--- src/rtl/countdown_timer.sv ---
// ---------------------------------------------------------------------------
// CountdownTimer (top module countdown_timer)
//
// HH:MM:SS countdown timer with its own 1 Hz prescaler. It is loaded with a
// time, counts down to 00:00:00 while running, and then raises an alarm
// that stays up until the start button acknowledges it.
//
// Ports
//   clk       system clock, all logic on the rising edge
//   reset     synchronous, active-high reset
//   load      one-cycle pulse, captures load_hh/load_mm/load_ss (clamped)
//   load_hh   hours, binary, values above 23 clamp to 23
//   load_mm   minutes, binary, values above 59 clamp to 59
//   load_ss   seconds, binary, values above 59 clamp to 59
//   start     start/pause/acknowledge button level; its rising edge acts
//   running   1 while counting
//   done      one-cycle pulse when the count reaches zero
//   alarm     level, 1 while waiting for acknowledge at zero
//   hex0..5   active-low 7-segment digits, [6:0] = g..a;
//             hex5/hex4 = hours tens/units ... hex1/hex0 = seconds tens/units
//
// Parameter CLK_HZ: clk cycles per countdown second.
//
// Optional feature macro ALARM_BLINK_EN: when defined, the display blinks
// (all segments off for half a second, on for half a second) while the
// alarm is up. Without it the display shows a steady 00:00:00 at zero.
// ---------------------------------------------------------------------------
module countdown_timer #(
   parameter int CLK_HZ = 50_000_000
) (
   input  logic       clk,
   input  logic       reset,
   input  logic       load,
   input  logic [4:0] load_hh,
   input  logic [5:0] load_mm,
   input  logic [5:0] load_ss,
   input  logic       start,
   output logic       running,
   output logic       done,
   output logic       alarm,
   output logic [6:0] hex0,
   output logic [6:0] hex1,
   output logic [6:0] hex2,
   output logic [6:0] hex3,
   output logic [6:0] hex4,
   output logic [6:0] hex5
);

   localparam int PRE_WIDTH = (CLK_HZ > 2) ? $clog2(CLK_HZ) : 1;
   localparam logic [PRE_WIDTH-1:0] PRE_MAX = PRE_WIDTH'(CLK_HZ - 1);

   typedef enum logic [1:0] {IDLE, RUN, PAUSE, DONE} timerState_t;

   timerState_t          state;
   logic [4:0]           hh;
   logic [5:0]           mm;
   logic [5:0]           ss;
   logic [PRE_WIDTH-1:0] preCount;
   logic                 startQ;

   logic                 startEdge;
   logic                 tick;
   logic                 timeZero;
   logic                 lastSecond;
   logic [4:0]           clampHh;
   logic [5:0]           clampMm;
   logic [5:0]           clampSs;
   logic                 blank;

   assign startEdge  = start & ~startQ;
   assign tick       = (state == RUN) && (preCount == PRE_MAX);
   assign timeZero   = (hh == 5'd0) && (mm == 6'd0) && (ss == 6'd0);
   assign lastSecond = (hh == 5'd0) && (mm == 6'd0) && (ss == 6'd1);

   // Out-of-range load values saturate to the largest legal value of each
   // field instead of wrapping, so a sloppy input never shows e.g. 31 hours.
   always_comb begin
      clampHh = load_hh;
      clampMm = load_mm;
      clampSs = load_ss;
      if (load_hh > 5'd23) clampHh = 5'd23;
      if (load_mm > 6'd59) clampMm = 6'd59;
      if (load_ss > 6'd59) clampSs = 6'd59;
   end

   // Main controller: state, time registers, prescaler and registered flags.
   // load overrides everything else (including a simultaneous start edge).
   // In RUN the prescaler advances every cycle and wraps on the tick; in
   // PAUSE it is left alone so the partial second survives the pause. A tick
   // that brings the time to zero overrides a pause edge in the same cycle,
   // because the count has genuinely finished.
   always_ff @(posedge clk) begin
      if (reset) begin
         state    <= IDLE;
         hh       <= 5'd0;
         mm       <= 6'd0;
         ss       <= 6'd0;
         preCount <= '0;
         startQ   <= 1'b0;
         running  <= 1'b0;
         done     <= 1'b0;
         alarm    <= 1'b0;
      end else begin
         startQ <= start;
         done   <= 1'b0;
         if (load) begin
            state    <= IDLE;
            hh       <= clampHh;
            mm       <= clampMm;
            ss       <= clampSs;
            preCount <= '0;
            running  <= 1'b0;
            alarm    <= 1'b0;
         end else begin
            case (state)
               IDLE: begin
                  if (startEdge && !timeZero) begin
                     state    <= RUN;
                     running  <= 1'b1;
                     preCount <= '0;
                  end
               end
               RUN: begin
                  if (tick) preCount <= '0;
                  else      preCount <= preCount + 1'b1;
                  if (startEdge) begin
                     state   <= PAUSE;
                     running <= 1'b0;
                  end
                  if (tick) begin
                     if (ss != 6'd0) begin
                        ss <= ss - 6'd1;
                     end else if (mm != 6'd0) begin
                        mm <= mm - 6'd1;
                        ss <= 6'd59;
                     end else begin
                        hh <= hh - 5'd1;
                        mm <= 6'd59;
                        ss <= 6'd59;
                     end
                     if (lastSecond) begin
                        state   <= DONE;
                        running <= 1'b0;
                        done    <= 1'b1;
                        alarm   <= 1'b1;
                     end
                  end
               end
               PAUSE: begin
                  if (startEdge) begin
                     state   <= RUN;
                     running <= 1'b1;
                  end
               end
               DONE: begin
                  if (startEdge) begin
                     state <= IDLE;
                     alarm <= 1'b0;
                  end
               end
               default: begin
                  state   <= IDLE;
                  running <= 1'b0;
               end
            endcase
         end
      end
   end

`ifdef ALARM_BLINK_EN
   localparam int HALF_HZ     = (CLK_HZ / 2 > 0) ? CLK_HZ / 2 : 1;
   localparam int BLINK_WIDTH = (HALF_HZ > 2) ? $clog2(HALF_HZ) : 1;
   localparam logic [BLINK_WIDTH-1:0] BLINK_MAX = BLINK_WIDTH'(HALF_HZ - 1);

   logic [BLINK_WIDTH-1:0] blinkCount;
   logic                   blink;

   // Half-second blink generator. It is held cleared outside DONE, so on
   // every entry into DONE the digits are visible for the first half period.
   always_ff @(posedge clk) begin
      if (reset || state != DONE) begin
         blinkCount <= '0;
         blink      <= 1'b0;
      end else if (blinkCount == BLINK_MAX) begin
         blinkCount <= '0;
         blink      <= ~blink;
      end else begin
         blinkCount <= blinkCount + 1'b1;
      end
   end

   assign blank = (state == DONE) && blink;
`else
   assign blank = 1'b0;
`endif

   // Active-low segment pattern for one decimal digit, bit order g..a.
   function automatic logic [6:0] segOf(input logic [3:0] digit);
      logic [6:0] seg;
      case (digit)
         4'd0:    seg = 7'b1000000;
         4'd1:    seg = 7'b1111001;
         4'd2:    seg = 7'b0100100;
         4'd3:    seg = 7'b0110000;
         4'd4:    seg = 7'b0011001;
         4'd5:    seg = 7'b0010010;
         4'd6:    seg = 7'b0000010;
         4'd7:    seg = 7'b1111000;
         4'd8:    seg = 7'b0000000;
         4'd9:    seg = 7'b0010000;
         default: seg = 7'b1111111;
      endcase
      return seg;
   endfunction

   // Display decode straight from the time registers, so the digits change
   // on the same edge as the count with no extra pipeline stage.
   always_comb begin
      hex5 = segOf(4'(hh / 5'd10));
      hex4 = segOf(4'(hh % 5'd10));
      hex3 = segOf(4'(mm / 6'd10));
      hex2 = segOf(4'(mm % 6'd10));
      hex1 = segOf(4'(ss / 6'd10));
      hex0 = segOf(4'(ss % 6'd10));
      if (blank) begin
         hex5 = 7'h7F;
         hex4 = 7'h7F;
         hex3 = 7'h7F;
         hex2 = 7'h7F;
         hex1 = 7'h7F;
         hex0 = 7'h7F;
      end
   end

endmodule

--- config.mk ---
export PLATFORM = sky130hd
export DESIGN_NAME = countdown_timer
export DESIGN_NICKNAME = d
export VERILOG_FILES = /design/src/rtl/countdown_timer.sv
export SDC_FILE = /design/constraint.sdc
export NUM_CORES = 1
export LEC_CHECK = 0
export BUFFER_PORTS_ARGS = -buffer_cell sky130_fd_sc_hd__clkbuf_2
export CORE_ASPECT_RATIO = 1.5
export CORE_MARGIN = 5
export CORE_UTILIZATION = 58
export CTS_CLUSTER_DIAMETER = 200
export DETAILED_ROUTE_END_ITERATION = 10
export GPL_TIMING_DRIVEN = 0
export PLACE_DENSITY_LB_ADDON = 0.15
export SKIP_CTS_REPAIR_TIMING = 1
export SLEW_MARGIN = 25
export SYNTH_ARGS = -nofsm -noshare
export SYNTH_HDL_FRONTEND = slang
export SYNTH_SLANG_ARGS = --single-unit
--- constraint.sdc ---
create_clock -name clk -period 4.6 [get_ports clk]
set_clock_uncertainty 0.2 [all_clocks]
set_input_delay 0.92 -clock clk [delete_from_list [all_inputs] [get_ports clk]]
set_output_delay 0.92 -clock clk [all_outputs]
set_load 0.03 [all_outputs]
* Word-level counts from Yosys, hierarchy flattened
Memory sizes are Yosys's and may differ from the RTL's.
Index checks and enable logic that the tools add are counted.
** Word-level totals
- Logic and storage cells :: 108
- Memories :: 6
- ROM bits :: 672
- Bits in registers :: 49
** Cells by class
- Equality and inequality tests :: 12
- Reductions and logical operators :: 26
- Add/sub/neg operators :: 4
- Div/mod/pow operators :: 6
- Order comparisons :: 3
- Mux-type cells :: 38
- Bitwise logic cells :: 4
** Memory list
- (name not given) :: words 16, bits a word 7, rd ports 1, clocked after memory_dff 0, wr ports 0, line 200 : case (digit)
- (name not given) :: words 16, bits a word 7, rd ports 1, clocked after memory_dff 0, wr ports 0, line 200
- (name not given) :: words 16, bits a word 7, rd ports 1, clocked after memory_dff 0, wr ports 0, line 200
- (name not given) :: words 16, bits a word 7, rd ports 1, clocked after memory_dff 0, wr ports 0, line 200
- (name not given) :: words 16, bits a word 7, rd ports 1, clocked after memory_dff 0, wr ports 0, line 200
- (name not given) :: words 16, bits a word 7, rd ports 1, clocked after memory_dff 0, wr ports 0, line 200
** Operators by type and width (number)
- two-way mux 6 bit :: 11
- two-way mux 26 bit :: 2
- case mux 26 bit (2 select lines) :: 1
- two-way mux 5 bit :: 6
- adder 26 x 1 -> 26 bit, second input constant :: 1
- == test 26 bit, second input constant :: 1
- != test 2 bit, second input constant :: 7
- divider 6 x 4 -> 6 bit, second input constant :: 2
- > comparator 6 bit, second input constant :: 2
- logical NOT 6 bit :: 2
- remainder unit 6 x 4 -> 6 bit, second input constant :: 2
- two-way mux 2 bit :: 6
- nonzero test 6 bit :: 2
- subtractor 6 x 1 -> 6 bit, second input constant :: 2
- two-way mux 1 bit :: 9
- AND reduction 3 bit :: 3
- case mux 2 bit (4 select lines) :: 1
- AND reduction 4 bit :: 2
- nonzero test 2 bit :: 4
- == test 6 x 1 -> 1 bit, second input constant :: 1
- divider 5 x 4 -> 5 bit, second input constant :: 1
- > comparator 5 bit, second input constant :: 1
- logical AND 1 bit :: 5
- logical NOT 5 bit :: 1
- other kinds (14) :: 18

* Longest topological paths before layout
- Depth in word-level cells :: 7
- Mapped depth :: 15

* Worst setup path after synthesis
No wires, ideal clock.
- Path type :: flip-flop to output port
- Start :: register mm[4]
- End :: output hex2[4]
- Buffers on the path :: 1
- Slack :: 173 ps
- Cell stages (with the launch flop) :: 15
- Arrival time :: 3307 ps
- Path through :: dfxtp_1 buf_4 inv_1 ha_1 and4b_1 o21ai_1 o311a_2 nand2_2 o21ai_0 nand2_1 inv_1 xnor2_1 ha_1 nor3b_1 a311oi_1
** On the way
- Word-level cells in the longest chain between the ends :: 2
** Ends and longest elaborated chain
- start: declaration :: line 56 : logic [5:0] mm;
- start signal: assignment :: line 109 : mm <= clampMm;
- start signal: assignment :: line 134 : mm <= mm - 6'd1;
- remainder unit 6 x 4 -> 6 bit :: line 222 : hex2 = segOf(4'(mm % 6'd10));
- memory (16 x 7 bit)
- end: declaration :: line 43 : output logic [6:0] hex2,
No other way between the ends.

* Worst setup path in the final report
- Start :: register mm[4]
- End :: output hex2[3]
The elaborated chain is that of the path after synthesis.

==> impl_metrics.ini <==
[clock_network]
htree_levels = 2
max-clock-path-buffers = 2
clk_pin_slew_ns = 0.07
cts_tree = built
root_buffer = clkbuf_16
clock_latency_ns = 0.29
cts_made_buffers = 5
clock_sinks = 49

[synthesis]
ys_seq_elements = 49
ys_warn_count = 0
async_flop_share_pct = 0
synth_area_mm2 = 0.00443
syn_area_per_cell_um2 = 7.23
synth_edf_count = 0
ys_types = 69
synth_ff_type = dfxtp_1
syn-instance-count = 613
synth_fp_nets = 674
seq_area_frac_synth_pct = 22.1

[sta]
drv_slew = 0
timing.final.crit_share_pct = 100
setup_ws_ns = -0.0000266
setup_viol = 1
holdWs_ns = 0.277
min_period_ns = 4.60
rsz0062_at_grt = yes
hold_viol = 0
tightest_slew_ns = 0.691
max_freq_ghz = 0.217
max-slew-margin-rel_pct = 53.5

[power]
ir_drop_uv = 277
total_power_mw = 1.80
power.leakage_nw = 2.14
p_per_area_mw_per_mm2 = 348

[detailed_routing]
antenna_left = 0
drt_first_pass_iters = 5
drc_errors = 0
avgViaCountPerCell = 6.07
via_count = 4800
drt_wl_total_mm = 12.2
drt-initial-drc-count = 247
wl_per_cell_um = 15.4

[die]
pin_count = 66
fp.dieW_um = 81.4
die-height_um = 117
start_util_pct = 58.6
core_area_mm2 = 0.00756
rows = 39
dieArea_mm2 = 0.00953

[placement]
dp_hpwl_mm = 9.24
dpl_cell_area_mm2 = 0.00487
io_buffers = 62
pre_cts_ws_ns = 0.0735
gp_congestion = 0.956

[worst_setup_path]
end_kind = output port
rr_endpoint = mm[5]
crit_family = compound AO/OA/AOI/OAI gates
crit_path_top_delay_cell = dfxtp_4
path_buf_inv = 4
critPathRequiredTime_ns = 3.48
cp.arrival_ns = 3.48
r2r_start = preCount[0]
critPathKind = reg2out
r2r_cells = 8
start_kind = flop
critPathMaxStageDelay_ns = 0.37
critPathMaxFanout = 10
cp_cell_sequence = buf_6 > inv_1 > ha_4 > and4b_1 > o21ai_1 > o311a_4 > nand2_2 > o21ai_0 > nand2_1 > inv_2 > xnor2_1 > ha_1 > mux2_1 > a21o_1 > clkbuf_2
reg2reg_setup_slack_ns = 1.90

[layout]
area_growth_syn_to_layout_pct = 16.8
drive_above_1_share_pct = 17.6
nNetsFinal = 749
final_common_cell = nor2_1
layout.cells.most_common_list = nor2_1 (77), clkbuf_2 (61), a21oi_1 (60)
n_antenna_cell = 0
fin_util_pct = 68.5
final_area_mm2 = 0.00518
num-fill-cells = 687

[flow_run]
maxCapViolations = 0

[global_routing]
antenna_found_initial = 0
grtUsageTotal_pct = 25.0
grt_pass1_vias = 4515
overflow = 0
grt_pass1_wl_mm = 19.2
grt_start_max_net_pins = 16

[worst_hold_path]
min_to = running
hp-class = reg2reg
hold_path_depth = 1
min_from = running

[run_status]
outcome = finished, violations left
failed_checks = setup timing
==> synthesized netlist by cell type, drive strengths merged (2+ instances only) <==
cell,n,area [um2]
ha,40,500
nand3,21,105
nand2b,8,50.1
nand2,55,209
and4,3,26.3
and2,5,31.3
nor3b,6,45.0
o31ai,2,20.0
mux2,5,60.1
nor2b,7,43.8
a21oi,64,343
nor2,78,295
a311oi,9,78.8
xnor2,10,95.1
nand4,10,62.6
nand3b,4,30.0
o21ai,59,295
o21a,6,45.0
xor2,2,25.0
maj3,4,41.3
inv,32,120
mux2i,9,90.1
a21o,8,60.1
a41oi,2,17.5
nor3,16,85.1
nor4bb,2,20.0
clkbuf,15,56.3
or2,2,12.5
o21bai,2,15.0
buf,16,92.6
a31oi,14,87.6
dfxtp,49,981
a22oi,4,30.0
nor4,7,50.1
nand4b,2,17.5
o22ai,3,32.5
o221ai,5,43.8
a211oi,8,60.1
and3,5,31.3
==> state kept, by name, indices dropped and copies added, names as in the netlist <==
signal	flops
alarm	1
ss	6
done	1
state	2
startQ	1
preCount	26
mm	6
running	1
hh	5
==> layer usage <==
layer | global-route usage [%] | routed length [um] | share of wire (%) | up-vias
li1 | - | - | - | 2363
met1 | 24.6 | 4560 | 37 | 2241
met2 | 50.1 | 6720 | 55 | 152
met3 | 3.06 | 513 | 4.2 | 44
met4 | 11.4 | 415 | 3.4 | 0
met5 | 0 | 0 | 0 | -
==> worst max-delay path by stage <==
stage,from,to,cells after the start
4_1_cts,mm[4],hex2[3],15
2_1_floorplan,mm[4],hex2[4],14
5_1_grt,mm[4],hex2[3],15
3_3_place_gp,mm[4],hex2[3],15
3_5_place_dp,mm[4],hex2[3],14
6_report,mm[4],hex2[3],15
==> metrics by stage <==
stage,setup TNS [ns],instances
after floorplan,0,613
after global placement,0,777
after detailed placement,0,777
after CTS,-0.753,785
after global routing,-0.536,791
final,-0.0000266,791
==> area by class of cell <==
type / count / area [um2] / area share [%]
sequential: 49 / 985 / 19.0
multi-input combinational: 500 / 3240 / 62.5
clock inverter: 3 / 65.1 / 1.26
buffer: 30 / 149 / 2.87
tap: 102 / 128 / 2.46
clock buffer: 5 / 125 / 2.41
timing repair buffer: 69 / 365 / 7.05
inverter: 33 / 124 / 2.39
==> where the power goes <==
part	switching, mW	internal, mW
logic	0.567	0.304
clock network	0.163	0.311
registers	0.0191	0.439
total	0.749	1.05
==> logic make-up after synthesis <==
logic type,synth area share (%)
and+or+nand+nor,25.5
AOI/OAI and AO/OA,27.8
buffers and inverters,6.15
DFF,22.1
adders and majority gates,12.2
muxes,3.39
xor gates and xnor gates,2.71
other,0.0846
Power figures use the tool's default switching activity.
